## src/rtl/fetch_stage_pkg.sv

```systemverilog
// fetch_pkg: shared definitions for the instruction-fetch stage.
//   fetch_state_t : request FSM states
//   DEF_RESET_PC  : default PC after reset
//   PC_INC        : sequential fetch stride in bytes
package fetch_pkg;

  typedef enum logic [1:0] {
    S_REQ   = 2'd0,  // request outstanding to imem
    S_HOLD  = 2'd1,  // response captured in skid, waiting on freeze release
    S_DRAIN = 2'd2   // discarding a response made stale by a branch
  } fetch_state_t;

  localparam logic [31:0] DEF_RESET_PC = 32'h0000_0000;
  localparam int          PC_INC       = 4;

endpackage

```

## src/rtl/fetch_stage_if.sv

```systemverilog
// fetch_stage_if: instruction-memory request/response bus.
//   req   : request valid (fetch -> mem)
//   addr  : request address (fetch -> mem)
//   rdata : instruction data (mem -> fetch), valid with ready
//   ready : one-cycle completion pulse (mem -> fetch)
interface fetch_stage_if #(
  parameter int ADDR_W  = 32,
  parameter int INSTR_W = 32
);
  logic               req;
  logic [ADDR_W-1:0]  addr;
  logic [INSTR_W-1:0] rdata;
  logic               ready;

  modport master (output req, addr, input rdata, ready);
  modport slave  (input req, addr, output rdata, ready);
endinterface

```

## src/rtl/fetch_stage_if_id_reg.sv

```systemverilog
// if_id_reg: IF/ID pipeline register {pc, instr, valid}.
//   load   : capture d_pc/d_instr, mark valid
//   bubble : clear valid, keep pc/instr
//   flush  : clear valid (wins over load)
//   rst    : synchronous, active-high, clears everything
module if_id_reg #(
  parameter int ADDR_W  = 32,
  parameter int INSTR_W = 32
) (
  input  logic               clk,
  input  logic               rst,
  input  logic               load,
  input  logic               bubble,
  input  logic               flush,
  input  logic [ADDR_W-1:0]  d_pc,
  input  logic [INSTR_W-1:0] d_instr,
  output logic [ADDR_W-1:0]  pc,
  output logic [INSTR_W-1:0] instr,
  output logic               valid
);

  always_ff @(posedge clk) begin
    if (rst) begin
      pc    <= '0;
      instr <= '0;
      valid <= 1'b0;
    end else if (flush) begin
      valid <= 1'b0;
    end else if (load) begin
      pc    <= d_pc;
      instr <= d_instr;
      valid <= 1'b1;
    end else if (bubble) begin
      valid <= 1'b0;
    end
  end

endmodule

```

## src/rtl/fetch_stage.sv

```systemverilog
// fetch_stage: owns the PC, issues requests to a variable-latency imem and
// loads IF/ID. A one-entry skid holds a response that arrives during freeze.
//   clk, rst        : clock, synchronous active-high reset
//   freeze          : hazard stall, holds PC and IF/ID
//   branch_taken    : EXE redirect, flushes IF/ID (beats freeze)
//   branch_addr     : redirect target
//   imem            : memory bus (master side)
//   id_pc/id_instr  : IF/ID contents, id_pc is PC+4 of the instruction
//   id_valid        : IF/ID holds a real instruction
module fetch_stage
  import fetch_pkg::*;
#(
  parameter int                ADDR_W   = 32,
  parameter int                INSTR_W  = 32,
  parameter logic [ADDR_W-1:0] RESET_PC = ADDR_W'(DEF_RESET_PC)
) (
  input  logic               clk,
  input  logic               rst,
  input  logic               freeze,
  input  logic               branch_taken,
  input  logic [ADDR_W-1:0]  branch_addr,
  fetch_stage_if.master      imem,
  output logic [ADDR_W-1:0]  id_pc,
  output logic [INSTR_W-1:0] id_instr,
  output logic               id_valid
);

  localparam logic [ADDR_W-1:0] INC = ADDR_W'(PC_INC);

  fetch_state_t       state, nstate;
  logic [ADDR_W-1:0]  pc, pc_plus;
  logic [INSTR_W-1:0] skid, ld_instr;
  logic               ld, bub, fl, pc_inc, skid_cap;

  // wraps mod 2^ADDR_W naturally
  assign pc_plus = pc + INC;

  // request decoded from registered state/PC only
  assign imem.req  = (state == S_REQ);
  assign imem.addr = pc;

  // state register
  always_ff @(posedge clk) begin
    if (rst) state <= S_REQ;
    else     state <= nstate;
  end

  // next state
  always_comb begin
    nstate = state;
    case (state)
      S_REQ: begin
        if (branch_taken)             nstate = imem.ready ? S_REQ : S_DRAIN;
        else if (imem.ready && freeze) nstate = S_HOLD;
      end
      S_HOLD: begin
        if (branch_taken || !freeze) nstate = S_REQ;
      end
      S_DRAIN: begin
        // the stale request still has to complete, even across a new branch
        if (imem.ready) nstate = S_REQ;
      end
      default: nstate = S_REQ;
    endcase
  end

  // datapath controls
  always_comb begin
    ld       = 1'b0;
    bub      = 1'b0;
    fl       = 1'b0;
    pc_inc   = 1'b0;
    skid_cap = 1'b0;
    ld_instr = imem.rdata;
    case (state)
      S_REQ: begin
        if (branch_taken) fl = 1'b1;
        else if (imem.ready && !freeze) begin
          ld     = 1'b1;
          pc_inc = 1'b1;
        end
        else if (imem.ready) skid_cap = 1'b1;
        else if (!freeze)    bub      = 1'b1;
      end
      S_HOLD: begin
        if (branch_taken) fl = 1'b1;
        else if (!freeze) begin
          ld       = 1'b1;
          ld_instr = skid;
          pc_inc   = 1'b1;
        end
      end
      S_DRAIN: begin
        if (branch_taken) fl = 1'b1;
      end
      default: ;
    endcase
  end

  // PC: branch overrides everything, otherwise advance on consume
  always_ff @(posedge clk) begin
    if (rst)               pc <= RESET_PC;
    else if (branch_taken) pc <= branch_addr;
    else if (pc_inc)       pc <= pc_plus;
  end

  // skid contents only matter in S_HOLD; leaving that state empties it
  always_ff @(posedge clk) begin
    if (rst)           skid <= '0;
    else if (skid_cap) skid <= imem.rdata;
  end

  if_id_reg #(.ADDR_W(ADDR_W), .INSTR_W(INSTR_W)) u_if_id (
    .clk     (clk),
    .rst     (rst),
    .load    (ld),
    .bubble  (bub),
    .flush   (fl),
    .d_pc    (pc_plus),
    .d_instr (ld_instr),
    .pc      (id_pc),
    .instr   (id_instr),
    .valid   (id_valid)
  );

endmodule

```

## src/flat_wrapper.sv

```systemverilog
// flat-port wrapper written by rule: the top's interface ports become plain ports
module fetch_stage_flat import fetch_pkg::*;
#(
  parameter int                ADDR_W   = 32,
  parameter int                INSTR_W  = 32,
  parameter logic [ADDR_W-1:0] RESET_PC = ADDR_W'(DEF_RESET_PC)
)
  (clk, rst, freeze, branch_taken, branch_addr, id_pc, id_instr, id_valid, imem_req, imem_addr, imem_rdata, imem_ready);
  fetch_stage_if #(.ADDR_W(ADDR_W), .INSTR_W(INSTR_W)) imem_i ();
  input  logic clk;
  input  logic rst;
  input  logic freeze;
  input  logic branch_taken;
  input  logic [ADDR_W-1:0] branch_addr;
  output logic [ADDR_W-1:0] id_pc;
  output logic [INSTR_W-1:0] id_instr;
  output logic id_valid;
  output wire logic [$bits(imem_i.req)-1:0] imem_req;
  output wire logic [$bits(imem_i.addr)-1:0] imem_addr;
  input wire logic [$bits(imem_i.rdata)-1:0] imem_rdata;
  input wire logic [$bits(imem_i.ready)-1:0] imem_ready;
  assign imem_req = imem_i.req;
  assign imem_addr = imem_i.addr;
  assign imem_i.rdata = imem_rdata;
  assign imem_i.ready = imem_ready;
  fetch_stage #(.ADDR_W(ADDR_W), .INSTR_W(INSTR_W), .RESET_PC(RESET_PC)) u_core (.clk(clk), .rst(rst), .freeze(freeze), .branch_taken(branch_taken), .branch_addr(branch_addr), .imem(imem_i), .id_pc(id_pc), .id_instr(id_instr), .id_valid(id_valid));
endmodule
```

## config.mk

```make
export PLATFORM = sky130hd
export DESIGN_NAME = fetch_stage_flat
export DESIGN_NICKNAME = d
export VERILOG_FILES = /design/src/rtl/fetch_stage_pkg.sv /design/src/rtl/fetch_stage_if.sv /design/src/rtl/fetch_stage_if_id_reg.sv /design/src/rtl/fetch_stage.sv /design/src/flat_wrapper.sv
export SDC_FILE = /design/constraint.sdc
export NUM_CORES = 1
export LEC_CHECK = 0
export ABC_AREA = 1
export CORE_AREA = 2 2 133 135
export DETAILED_ROUTE_END_ITERATION = 6
export DIE_AREA = 0 0 135 137
export HOLD_SLACK_MARGIN = 0.03
export PLACE_DENSITY = 0.66
export SYNTH_ARGS = -nofsm -noshare
export SYNTH_HDL_FRONTEND = slang
export SYNTH_HIERARCHICAL = 1
export SYNTH_SLANG_ARGS = --single-unit
```

## constraint.sdc

```tcl
create_clock -name clk -period 4.6 [get_ports clk]
set_clock_uncertainty 0.05 [all_clocks]
set_input_delay 1.15 -clock clk [delete_from_list [all_inputs] [get_ports clk]]
set_output_delay 1.15 -clock clk [all_outputs]
set_load 0.01 [all_outputs]
```

=== Word-level counts from Yosys, hierarchy flattened ===
Cells that the tools add are included.

* Bits in registers: 131
* Bits of input ports: 69
* Output and inout port bits: 98
* Word-level logic and storage cells: 52

* $add $sub $neg: 1
* Equal/unequal tests: 5
* Multiplexer cells: 28
* Bitwise logic cells: 1
* Reduce and logical (&&, ||, !) cells: 11

{| class="wikitable"
|+ Operators with widths
! kind !! number
|-
| $mux 32 || 5
|-
| $add 32x3->32 const B || 1
|-
| $mux 1 || 16
|-
| $mux 2 || 5
|-
| $pmux 2 s3 || 1
|-
| $reduce_bool 2->1 || 2
|-
| $ne 3x2->1 const B || 1
|-
| $reduce_and 3->1 || 1
|-
| $reduce_or 3->1 || 1
|-
| $eq 2x1->1 const B || 1
|-
| $eq 2x2->1 const B || 1
|-
| $logic_and 1x1->1 || 2
|-
| $logic_not 2->1 || 1
|-
| $ne 2x1->1 const B || 1
|-
| $ne 2x2->1 const B || 1
|-
| $pmux 1 s2 || 1
|-
| $reduce_and 2->1 || 1
|-
| $reduce_or 2->1 || 1
|-
| $logic_not 1->1 || 1
|-
| $logic_or 1x1->1 || 1
|-
| $not 1->1 || 1
|}

=== Longest topological paths before layout ===
Gate-level depths: netlist (run 1).

* Word-level depth: 7
* Depth in mapped cells: 12
* Depth with buffers taken out: 12

=== By module ===
Netlist (run 1), hierarchy kept.

{| class="wikitable"
|+ Modules (own cells, without submodules)
! module !! instances !! cells an instance !! area an instance (um^2) !! seq. area each (um^2)
|-
| fetch_stage || 1 || 540 || 3834.9 || 1321.3
|-
| if_id_reg || 1 || 420 || 2829.0 || 1301.2
|}

=== Worst setup path after synthesis (run 1) ===
Ideal clock, no wire load.

* Path kind: in2reg
* From: in branch_taken
* To: reg u_core.u_if_id.instr[0]
* Library setup time: 0.113 ns
* Data arrival time: 2.457 ns
* Data required time: 4.437 ns
* Slack: 1.980 ns
* Stages: 12
* Buffers on the path: 4
* Path through: buf_4 > inv_4 > nand2_1 > inv_2 > nand2_4 > inv_1 > buf_2 > buf_2 > buf_2 > nand3_1 > nand2_1 > nor2_1

* Elaborated cells between the ends (all ways): 9
* Those cells by class: mux (7); bitwise (1); reduce/logical (1)

{| class="wikitable"
|+ RTL lines
! element !! RTL line !! text
|-
| start, declared || flat_wrapper.sv:13 || <nowiki>input logic branch_taken;</nowiki>
|-
| $mux 1, on equally long branches || fetch_stage.sv:86, fetch_stage.sv:77 ||
|-
| $pmux 1 s2 * || fetch_stage.sv:75 || <nowiki>case (state)</nowiki>
|-
| named net u_core.ld || fetch_stage.sv:33 || <nowiki>logic ld, bub, fl, pc_inc, skid_cap;</nowiki>
|-
| $reduce_and 2->1 (no line) * || n/a ||
|-
| end signal, assigned || fetch_stage_if_id_reg.sv:31 || <nowiki>instr <= d_instr;</nowiki>
|-
| end, declared || fetch_stage_if_id_reg.sv:18 || <nowiki>output logic [INSTR_W-1:0] instr,</nowiki>
|}

Mark *: on every way through the listed nets, which the timed path passes. The rest lies on a longest branch.
A chain may end at the register's enable or synchronous reset.

=== Worst setup path after layout (run 1) ===
* From: in branch_taken
* To: reg u_core.u_if_id.pc[14]

* Cells in the longest elaborated chain, start to end: 4
* Elaborated cells between the ends (all ways): 7
* Those cells by class: mux (5); bitwise (1); reduce/logical (1)

{| class="wikitable"
|+ RTL lines
! element !! RTL line !! text
|-
| $mux 1 || fetch_stage.sv:77, fetch_stage.sv:86, fetch_stage.sv:94 ||
|-
| $mux 1 || n/a ||
|-
| $not 1->1 (no line) || n/a ||
|-
| $reduce_and 2->1 (no line) * || n/a ||
|-
| end signal, assigned || fetch_stage_if_id_reg.sv:30 || <nowiki>pc <= d_pc;</nowiki>
|-
| end, declared || fetch_stage_if_id_reg.sv:17 || <nowiki>output logic [ADDR_W-1:0] pc,</nowiki>
|}

Mark *: on every way between the ends. The rest lies on a longest branch, timed or not.

==> report_table.html, run 1 <==
<table>
<tr><th>Metric</th><th>Value</th></tr>
<tr><th colspan="2">Status</th></tr>
<tr><td>Result of the run</td><td>completed</td></tr>
<tr><th colspan="2">Detailed routing</th></tr>
<tr><td>Antenna viol nets, final</td><td>0</td></tr>
<tr><td>Number of violations reported at the end of detailed-routing iteration 0</td><td>426</td></tr>
<tr><td>Total Routed Length</td><td>19.1 mm</td></tr>
<tr><td>Overall via count from detail_route</td><td>6441</td></tr>
<tr><td>Pre-Repair DR Iteration Count</td><td>5</td></tr>
<tr><td>Routed vias/inst</td><td>4.82</td></tr>
<tr><td>DRC errors left</td><td>0</td></tr>
<tr><td>WL/cell</td><td>14.3 um</td></tr>
<tr><th colspan="2">GRT</th></tr>
<tr><td>Wire length of the first global-routing pass</td><td>30.6 mm</td></tr>
<tr><td>Total gr overflow</td><td>0</td></tr>
<tr><td>Overall global routing resource usage</td><td>21.1%</td></tr>
<tr><td>Initial antenna violation count</td><td>0</td></tr>
<tr><td>Largest net degree at the start of global routing</td><td>88</td></tr>
<tr><td>Vias in the first global route</td><td>6035</td></tr>
<tr><th colspan="2">CTS</th></tr>
<tr><td>Clock Tree Buf Depth</td><td>2</td></tr>
<tr><td>H-tree depth reported by CTS</td><td>4</td></tr>
<tr><td>Skew-Pair Late Insertion Delay</td><td>420 ps</td></tr>
<tr><td>Post-CTS sizing</td><td>0</td></tr>
<tr><td>Clock slew at reported path FFs</td><td>60 ps</td></tr>
<tr><td>TritonCTS clock tree</td><td>done</td></tr>
<tr><td>Cts bufs inserted</td><td>17</td></tr>
<tr><td>Clock sink count</td><td>131</td></tr>
<tr><td>Post-CTS setup buffer count</td><td>0</td></tr>
<tr><td>Cell at the root of the clock tree</td><td>sky130_fd_sc_hd__clkbuf_16</td></tr>
<tr><td>Hold Buf Count CTS</td><td>0</td></tr>
<tr><th colspan="2">Die</th></tr>
<tr><td>Height of the chip</td><td>137 um</td></tr>
<tr><td>Number of cell rows</td><td>48</td></tr>
<tr><td>Die Span X</td><td>approximately 140 um</td></tr>
<tr><td>Initial core utilization</td><td>39.1%</td></tr>
<tr><td>Number of top-level pins</td><td>167</td></tr>
<tr><td>Die outline area</td><td>about 18000 um2</td></tr>
<tr><td>Std-Cell Core Area</td><td>17100 um2</td></tr>
<tr><th colspan="2">Pwr</th></tr>
<tr><td>Maximum VDD drop</td><td>0.000259 V</td></tr>
<tr><td>Post-route total power</td><td>around 3000 uW</td></tr>
<tr><td>Clock network power share</td><td>a little under half</td></tr>
<tr><td>P_int</td><td>between 2000 and 2500 uW</td></tr>
<tr><td>Power density relative to cell area</td><td>~340 nW/um2</td></tr>
<tr><td>Total net switching power</td><td>758 uW</td></tr>
<tr><td>Power share of the combinational group</td><td>between 10% and 20%</td></tr>
<tr><td>Part of the total power dissipated in sequential elements</td><td>40.9%</td></tr>
<tr><td>Switching share of power</td><td>25.0%</td></tr>
<tr><td>Reported leakage power</td><td>around 0.0036 uW</td></tr>
<tr><th colspan="2">Synthesis</th></tr>
<tr><td>Leading cell type by number of instances after synthesis</td><td>sky130_fd_sc_hd__nor2_1</td></tr>
<tr><td>Top cells by area in the synthesized netlist</td><td>sky130_fd_sc_hd__dfxtp_1 (39%), sky130_fd_sc_hd__nor2_1 (13%), sky130_fd_sc_hd__nand2_1 (11%)</td></tr>
<tr><td>Number of synthesized flops with an enable pin</td><td>0</td></tr>
<tr><td>Number of synthesized register bits</td><td>around 130</td></tr>
<tr><td>Synthesized instance count</td><td>960</td></tr>
<tr><td>Syn Nets</td><td>1030</td></tr>
<tr><td>Sequential cell area fraction in the yosys report</td><td>39.4%</td></tr>
<tr><td>Mean area per synthesized cell</td><td>6.94 um2</td></tr>
<tr><td>Dominant cell type by area after synthesis</td><td>sky130_fd_sc_hd__dfxtp_1</td></tr>
<tr><td>Area share of the largest cell type after synthesis</td><td>39.4%</td></tr>
<tr><td>Most used DFF post-synth</td><td>sky130_fd_sc_hd__dfxtp_1</td></tr>
<tr><td>Count of synthesis-stage warnings from yosys</td><td>6</td></tr>
<tr><td>FFs w/ async S/R, synth</td><td>0%</td></tr>
<tr><td>Netlist Area Pre-Place</td><td>between 6000 and 7000 um2</td></tr>
<tr><td>Synth top cells by count</td><td>sky130_fd_sc_hd__nor2_1 (230), sky130_fd_sc_hd__nand2_1 (190), sky130_fd_sc_hd__dfxtp_1 (131)</td></tr>
<tr><td>Count of distinct cell types in the synthesized netlist</td><td>34</td></tr>
<tr><th colspan="2">Worst setup path</th></tr>
<tr><td>Data arrival at the endpoint of the critical path</td><td>between 3000 and 4000 ps</td></tr>
<tr><td>Largest stage delay, worst path</td><td>730 ps</td></tr>
<tr><td>Beginning of the worst register-to-register path</td><td>u_core/state[0]</td></tr>
<tr><td>Critical-path top delay cell</td><td>sky130_fd_sc_hd__buf_4</td></tr>
<tr><td>Number of buffer and inverter stages on the critical path</td><td>5</td></tr>
<tr><td>Critical path data required time</td><td>4860 ps</td></tr>
<tr><td>Largest fanout on the critical path</td><td>87</td></tr>
<tr><td>Crit path launch</td><td>branch_taken</td></tr>
<tr><td>Slack of the worst reg-to-reg path</td><td>roughly 2500 ps</td></tr>
<tr><td>Reg2reg path depth</td><td>8</td></tr>
<tr><td>Gate family responsible for the most delay along the worst path</td><td>buffers and inverters</td></tr>
<tr><td>Category of the worst setup path capture point</td><td>flop</td></tr>
<tr><td>Critical Path Sink</td><td>u_core/u_if_id/pc[14]</td></tr>
<tr><td>Category of the worst setup path launch point</td><td>input port</td></tr>
<tr><td>Type of the setup path with the least slack</td><td>in -&gt; reg</td></tr>
<tr><td>Cells along the critical path</td><td>clkdlybuf4s50_1 -&gt; inv_4 -&gt; nand2_1 -&gt; inv_2 -&gt; nand2_4 -&gt; inv_2 -&gt; buf_4 -&gt; nand3_1 -&gt; nand2_1 -&gt; nor2_1</td></tr>
<tr><td>Reg-to-Reg End</td><td>u_core/u_if_id/pc[14]</td></tr>
<tr><td>Cell depth of the worst setup path</td><td>10</td></tr>
<tr><th colspan="2">Cells and area</th></tr>
<tr><td>Area growth, synth to finish</td><td>33.9%</td></tr>
<tr><td>Post-layout net count</td><td>1168</td></tr>
<tr><td>Fillers</td><td>1730</td></tr>
<tr><td>Proportion of layout cells with a drive suffix above 1</td><td>9.09%</td></tr>
<tr><td>Final core utilization</td><td>52.3%</td></tr>
<tr><td>Antenna diode count</td><td>0</td></tr>
<tr><th colspan="2">Timing</th></tr>
<tr><td>Post-layout minimum cycle time</td><td>3020 ps</td></tr>
<tr><td>Final hold violation count</td><td>0</td></tr>
<tr><td>Timing-limited maximum frequency</td><td>331 MHz</td></tr>
<tr><td>Unrepaired setup endpoints after global routing</td><td>no</td></tr>
<tr><td>Slew Limit Headroom</td><td>17.6%</td></tr>
<tr><td>Worst slew pin tran</td><td>1230 ps</td></tr>
<tr><td>Setup TNS</td><td>0 ps</td></tr>
<tr><td>Share of the clock period used by the worst path</td><td>65.7%</td></tr>
<tr><td>Max-slew violation count</td><td>0</td></tr>
<tr><td>Worst path setup slack after routing</td><td>1580 ps</td></tr>
<tr><td>Setup-failing EPs final</td><td>0</td></tr>
<tr><th colspan="2">Place</th></tr>
<tr><td>Final weighted congestion in routability-driven placement</td><td>0.866</td></tr>
<tr><td>Post-place setup slack</td><td>between 1000 and 1500 ps</td></tr>
<tr><td>Post-detailed-placement half-perimeter wirelength</td><td>12.6 mm</td></tr>
<tr><td>Port buffer count</td><td>166</td></tr>
<tr><th colspan="2">Min path</th></tr>
<tr><td>Hold WC Path Type</td><td>reg -&gt; reg</td></tr>
<tr><th colspan="2">Run</th></tr>
<tr><td>Maximum capacitance violations</td><td>0</td></tr>
</table>
worst min-delay path by stage:
stage | startpoint | endpoint | slack, ps | depth (start not counted)
3_3_place_gp | u_core/skid[30] | u_core/skid[30] | 410 | 2
2_1_floorplan | u_core/skid[20] | u_core/skid[20] | 400 | 2
5_1_grt | u_core/u_if_id/pc[22] | u_core/u_if_id/pc[22] | 450 | 2
3_5_place_dp | u_core/u_if_id/valid | u_core/u_if_id/valid | 410 | 2
6_report | u_core/u_if_id/valid | u_core/u_if_id/valid | 420 | 2
4_1_cts | u_core/u_if_id/valid | u_core/u_if_id/valid | 430 | 2
layout make-up:
cell class / instances / area, um2 / share of cell area (%)
Clock buffer: 20 / 457 / 5.12
Clock inverter: 12 / 155 / 1.74
Inverter: 100 / 380 / 4.26
Multi-Input combinational cell: 676 / 3320 / 37.2
Sequential cell: 131 / 2620 / 29.4
Tap cell: 225 / 282 / 3.16
Timing Repair Buffer: 172 / 1710 / 19.1
routing by layer:
metal	vias up	track usage [%]	part of all wire [%]
li1	3284	-	-
met1	2934	28.5	47
met2	198	33.6	45
met3	25	4.07	5.9
met4	0	7.47	1.9
met5	-	0	0
layout by cell type (no fill, tap or decap), types with 2 or more instances in the layout:
cell type and instances:
sky130_fd_sc_hd__a21oi_1 26, sky130_fd_sc_hd__a22oi_1 17, sky130_fd_sc_hd__a31oi_1 5, sky130_fd_sc_hd__and2_1 6, sky130_fd_sc_hd__buf_4 6, sky130_fd_sc_hd__bufinv_16 3
sky130_fd_sc_hd__clkbuf_16 17, sky130_fd_sc_hd__clkbuf_8 2, sky130_fd_sc_hd__clkdlybuf4s50_1 166, sky130_fd_sc_hd__clkinv_2 3, sky130_fd_sc_hd__clkinv_4 3, sky130_fd_sc_hd__clkinvlp_4 2
sky130_fd_sc_hd__dfxtp_1 131, sky130_fd_sc_hd__inv_1 93, sky130_fd_sc_hd__inv_2 5, sky130_fd_sc_hd__inv_4 2, sky130_fd_sc_hd__mux2_1 3, sky130_fd_sc_hd__mux2_2 29
sky130_fd_sc_hd__nand2_1 190, sky130_fd_sc_hd__nand2_2 8, sky130_fd_sc_hd__nand2_4 2, sky130_fd_sc_hd__nand3_1 82, sky130_fd_sc_hd__nand3b_1 5, sky130_fd_sc_hd__nand4_1 3
sky130_fd_sc_hd__nor2_1 230, sky130_fd_sc_hd__nor2_2 3, sky130_fd_sc_hd__nor2_4 9, sky130_fd_sc_hd__o21ai_0 40, sky130_fd_sc_hd__xnor2_1 4, sky130_fd_sc_hd__xor2_1 3
sky130_fd_sc_hd__xor2_2 5
cell families (layout without fill, tap and decap cells):
family / count (synthesis) / after routing / synth area share (%)
flip-flops: 131 / 131 / 39.4
adder cells (fa/ha/maj): 1 / 1 / 0.188
multiplexers: 32 / 32 / 5.41
AND/OR/NAND/NOR: 539 / 539 / 34.2
buffers and inverters: 153 / 304 / 10.9
AO/OA/AOI/OAI: 92 / 92 / 7.85
XOR/XNOR: 12 / 12 / 2.14
power by group through the flow:
stage	logic (uW)	registers, uW	clock network (uW)
2_1_floorplan	209	1270	0
3_5_place_dp	397	1260	0
4_1_cts	400	1240	1430
5_1_grt	441	1240	1470
6_report	397	1240	1390
3_3_place_gp	395	1260	0
worst reg2reg max path, stage by stage, from the launching register on:
cell and delay, ps:
sky130_fd_sc_hd__dfxtp_1 410, sky130_fd_sc_hd__inv_1 60, sky130_fd_sc_hd__nand2_1 150, sky130_fd_sc_hd__nand2_4 120, sky130_fd_sc_hd__inv_2 80, sky130_fd_sc_hd__buf_4 730, sky130_fd_sc_hd__nand3_1 200, sky130_fd_sc_hd__nand2_1 140
sky130_fd_sc_hd__nor2_1 60
state kept, by name, summed over array words and instances, names as in the netlist:
name	cells
u_core/state	2
u_core/imem.addr	32
u_core/u_if_id/pc	32
u_core/u_if_id/instr	32
u_core/skid	32
u_core/u_if_id/valid	1
stage by stage:
step                hold WS (ps)  std cells  cell area (um2)
detailed placement           414       1304             8310
global route                 453       1336             8920
CTS                          427       1336             8920
floorplan                    398        960             6660
finish                       418       1336             8920
global placement             410       1304             8310
No activity file was read; power rests on OpenSTA's default activity.
==> inputs of run 2 (changes only) <==
clock period = 2.84 ns   (was 4.6 ns; I/O delays follow)
==> run 2 against run 1 <==
Against the previous run: core utilization rose by 0.60 points; worst setup slack worse by 1000 ps; final cell count up 0.67%; die area unchanged.
==> report_table.html, run 2 (synthesis gave the netlist of run 1 again) <==
<table>
<tr><th>Metric</th><th>Value</th></tr>
<tr><th colspan="2">Status</th></tr>
<tr><td>Result of the run</td><td>completed</td></tr>
<tr><th colspan="2">Min path</th></tr>
<tr><td>Cells on Worst Hold Path</td><td>2</td></tr>
<tr><td>Hold EP</td><td>u_core/u_if_id/valid</td></tr>
<tr><td>Hold_sp</td><td>u_core/u_if_id/valid</td></tr>
<tr><td>Hold WC Path Type</td><td>reg -&gt; reg</td></tr>
<tr><th colspan="2">Timing</th></tr>
<tr><td>Setup-failing EPs final</td><td>0</td></tr>
<tr><td>Final hold violation count</td><td>0</td></tr>
<tr><td>Setup TNS</td><td>0 ps</td></tr>
<tr><td>Worst slew pin tran</td><td>between 400 and 500 ps</td></tr>
<tr><td>Slew Limit Headroom</td><td>71.3%</td></tr>
<tr><td>Share of the clock period used by the worst path</td><td>80.4%</td></tr>
<tr><td>Post-layout minimum cycle time</td><td>2280 ps</td></tr>
<tr><td>Max-slew violation count</td><td>0</td></tr>
<tr><td>Timing-limited maximum frequency</td><td>438 MHz</td></tr>
<tr><td>Unrepaired setup endpoints after global routing</td><td>no</td></tr>
<tr><th colspan="2">Cells and area</th></tr>
<tr><td>Area of the multi-input gates</td><td>3320 um2</td></tr>
<tr><td>Register cell area after layout</td><td>2620 um2</td></tr>
<tr><td>Leading cell types in the layout, fill and taps excluded</td><td>sky130_fd_sc_hd__nor2_1 (230), sky130_fd_sc_hd__nand2_1 (190), sky130_fd_sc_hd__clkdlybuf4s50_1 (166)</td></tr>
<tr><td>Proportion of layout cells with a drive suffix above 1</td><td>roughly a tenth</td></tr>
<tr><td>Antenna diode count</td><td>0</td></tr>
<tr><td>Fillers</td><td>roughly 1700</td></tr>
<tr><td>Fin area</td><td>9020 um2</td></tr>
<tr><td>Post-layout net count</td><td>1177</td></tr>
<tr><td>Leading cell type in the layout, fill and taps excluded</td><td>sky130_fd_sc_hd__nor2_1</td></tr>
<tr><td>Area growth, synth to finish</td><td>35.4%</td></tr>
<tr><th colspan="2">Place</th></tr>
<tr><td>Port buffer count</td><td>roughly 170</td></tr>
<tr><td>Post-detailed-placement half-perimeter wirelength</td><td>13.1 mm</td></tr>
<tr><td>Final weighted congestion in routability-driven placement</td><td>0.897</td></tr>
<tr><td>Area after DPL</td><td>8450 um2</td></tr>
<tr><th colspan="2">GRT</th></tr>
<tr><td>Vias in the first global route</td><td>around 6000</td></tr>
<tr><td>Wire length of the first global-routing pass</td><td>30.1 mm</td></tr>
<tr><td>Initial antenna violation count</td><td>0</td></tr>
<tr><td>Largest net degree at the start of global routing</td><td>50</td></tr>
<tr><td>Overall global routing resource usage</td><td>about a fifth</td></tr>
<tr><td>Total gr overflow</td><td>0</td></tr>
<tr><th colspan="2">Detailed routing</th></tr>
<tr><td>Routed vias/inst</td><td>4.82</td></tr>
<tr><td>Overall via count from detail_route</td><td>6487</td></tr>
<tr><td>Antenna viol nets, final</td><td>0</td></tr>
<tr><td>DRC errors left</td><td>0</td></tr>
<tr><td>Pre-Repair DR Iteration Count</td><td>5</td></tr>
<tr><td>Total Routed Length</td><td>between 15 and 20 mm</td></tr>
<tr><td>Number of violations reported at the end of detailed-routing iteration 0</td><td>355</td></tr>
<tr><td>WL/cell</td><td>14.2 um</td></tr>
<tr><th colspan="2">Pwr</th></tr>
<tr><td>Power density relative to cell area</td><td>530 nW/um2</td></tr>
<tr><td>Reported leakage power</td><td>0.00362 uW</td></tr>
<tr><td>Maximum VDD drop</td><td>a little over 0.0004 V</td></tr>
<tr><th colspan="2">CTS</th></tr>
<tr><td>Post-CTS sizing</td><td>0</td></tr>
<tr><td>Skew-Pair Late Insertion Delay</td><td>420 ps</td></tr>
<tr><td>Clock slew at reported path FFs</td><td>60 ps</td></tr>
<tr><td>TritonCTS clock tree</td><td>done</td></tr>
<tr><td>Clock sink count</td><td>131</td></tr>
<tr><td>Cell at the root of the clock tree</td><td>sky130_fd_sc_hd__clkbuf_16</td></tr>
<tr><td>H-tree depth reported by CTS</td><td>4</td></tr>
<tr><td>Hold Buf Count CTS</td><td>0</td></tr>
<tr><td>Clock Tree Buf Depth</td><td>2</td></tr>
<tr><td>Cts bufs inserted</td><td>17</td></tr>
<tr><td>Post-CTS setup buffer count</td><td>0</td></tr>
<tr><th colspan="2">Run</th></tr>
<tr><td>Maximum capacitance violations</td><td>0</td></tr>
<tr><th colspan="2">Worst setup path</th></tr>
<tr><td>Category of the worst setup path launch point</td><td>flop</td></tr>
<tr><td>Type of the setup path with the least slack</td><td>reg -&gt; out</td></tr>
<tr><td>Data arrival at the endpoint of the critical path</td><td>1520 ps</td></tr>
<tr><td>Beginning of the worst register-to-register path</td><td>u_core/imem.addr[2]</td></tr>
<tr><td>Critical path data required time</td><td>between 2000 and 2500 ps</td></tr>
<tr><td>Slack of the worst reg-to-reg path</td><td>between 900 and 1000 ps</td></tr>
<tr><td>Largest fanout on the critical path</td><td>5</td></tr>
<tr><td>Category of the worst setup path capture point</td><td>output port</td></tr>
<tr><td>Reg-to-Reg End</td><td>u_core/u_if_id/pc[22]</td></tr>
<tr><td>Reg2reg path depth</td><td>11</td></tr>
<tr><th colspan="2">Die</th></tr>
<tr><td>Number of top-level pins</td><td>around 170</td></tr>
<tr><td>Number of cell rows</td><td>48</td></tr>
<tr><td>Die Span X</td><td>135 um</td></tr>
<tr><td>Die outline area</td><td>18500 um2</td></tr>
<tr><td>Std-Cell Core Area</td><td>17100 um2</td></tr>
<tr><td>Initial core utilization</td><td>between 30% and 40%</td></tr>
<tr><td>Height of the chip</td><td>137 um</td></tr>
</table>
==> run 2: cell types whose count changed in the layout (fill, tap and decap cells not counted) <==
cell / delta
sky130_fd_sc_hd__clkbuf_1: -1
sky130_fd_sc_hd__bufinv_16: -2
sky130_fd_sc_hd__clkinv_4: +1
sky130_fd_sc_hd__buf_4: +3
sky130_fd_sc_hd__inv_8: +1
sky130_fd_sc_hd__clkinv_2: -1
sky130_fd_sc_hd__clkinvlp_4: -1
sky130_fd_sc_hd__buf_12: +6
sky130_fd_sc_hd__inv_6: +5
sky130_fd_sc_hd__clkbuf_8: -2
==> run 2: cell type report <==
type	instances	area share, %
multi-input combinational	676	36.8
timing repair buffer	181	20.5
clock buffer	17	4.72
tap	225	3.12
inverter	100	4.22
sequential	131	29.1
clock inverter	15	1.62
==> run 2: power by group <==
part	switching (uW)	internal, uW	total [uW]
sequential	77.3	1920	2000
clock	890	1230	2120
combinational	329	333	663
==> run 2: per-layer routing <==
layer / up-vias / global-route usage, % / wire length (um)
met3: 16 / 4.33 / 1100
met1: 2961 / 28.0 / 9080
met2: 197 / 33.0 / 8670
li1: 3313 / - / -
met5: - / 0 / 0
met4: 0 / 6.37 / 220
==> run 2: how the worst max path moves through the flow <==
| stage | endpoint | start | cells after the start | slack [ps] |
|---|---|---|---|---|
| floorplan | u_core/u_if_id/instr[0] | branch_taken | 12 | 660 |
| global placement | u_core/u_if_id/instr[23] | branch_taken | 11 | 320 |
| detailed placement | u_core/u_if_id/instr[6] | branch_taken | 9 | 310 |
| CTS | imem_req | u_core/state[0] | 2 | 550 |
| global route | imem_req | u_core/state[0] | 2 | 440 |
| finish | imem_req | u_core/state[0] | 2 | 560 |
==> run 2: critical path: stages, from the launching register on <==
cell	delay [ps]
sky130_fd_sc_hd__dfxtp_1	360
sky130_fd_sc_hd__nor2_1	140
sky130_fd_sc_hd__clkdlybuf4s50_1	610
==> run 2: stage by stage <==
stage               total power (uW)  utilization (%)  setup WS (ps)  hold WS, ps  std cells
CTS                             4830             52.9            545          426       1345
floorplan                       2390                -            660          398        960
global placement                2700             49.5            324          408       1313
finish                          4780             52.9            555          425       1345
global route                    4990             52.9            442          450       1345
detailed placement              2700             49.5            308          416       1313
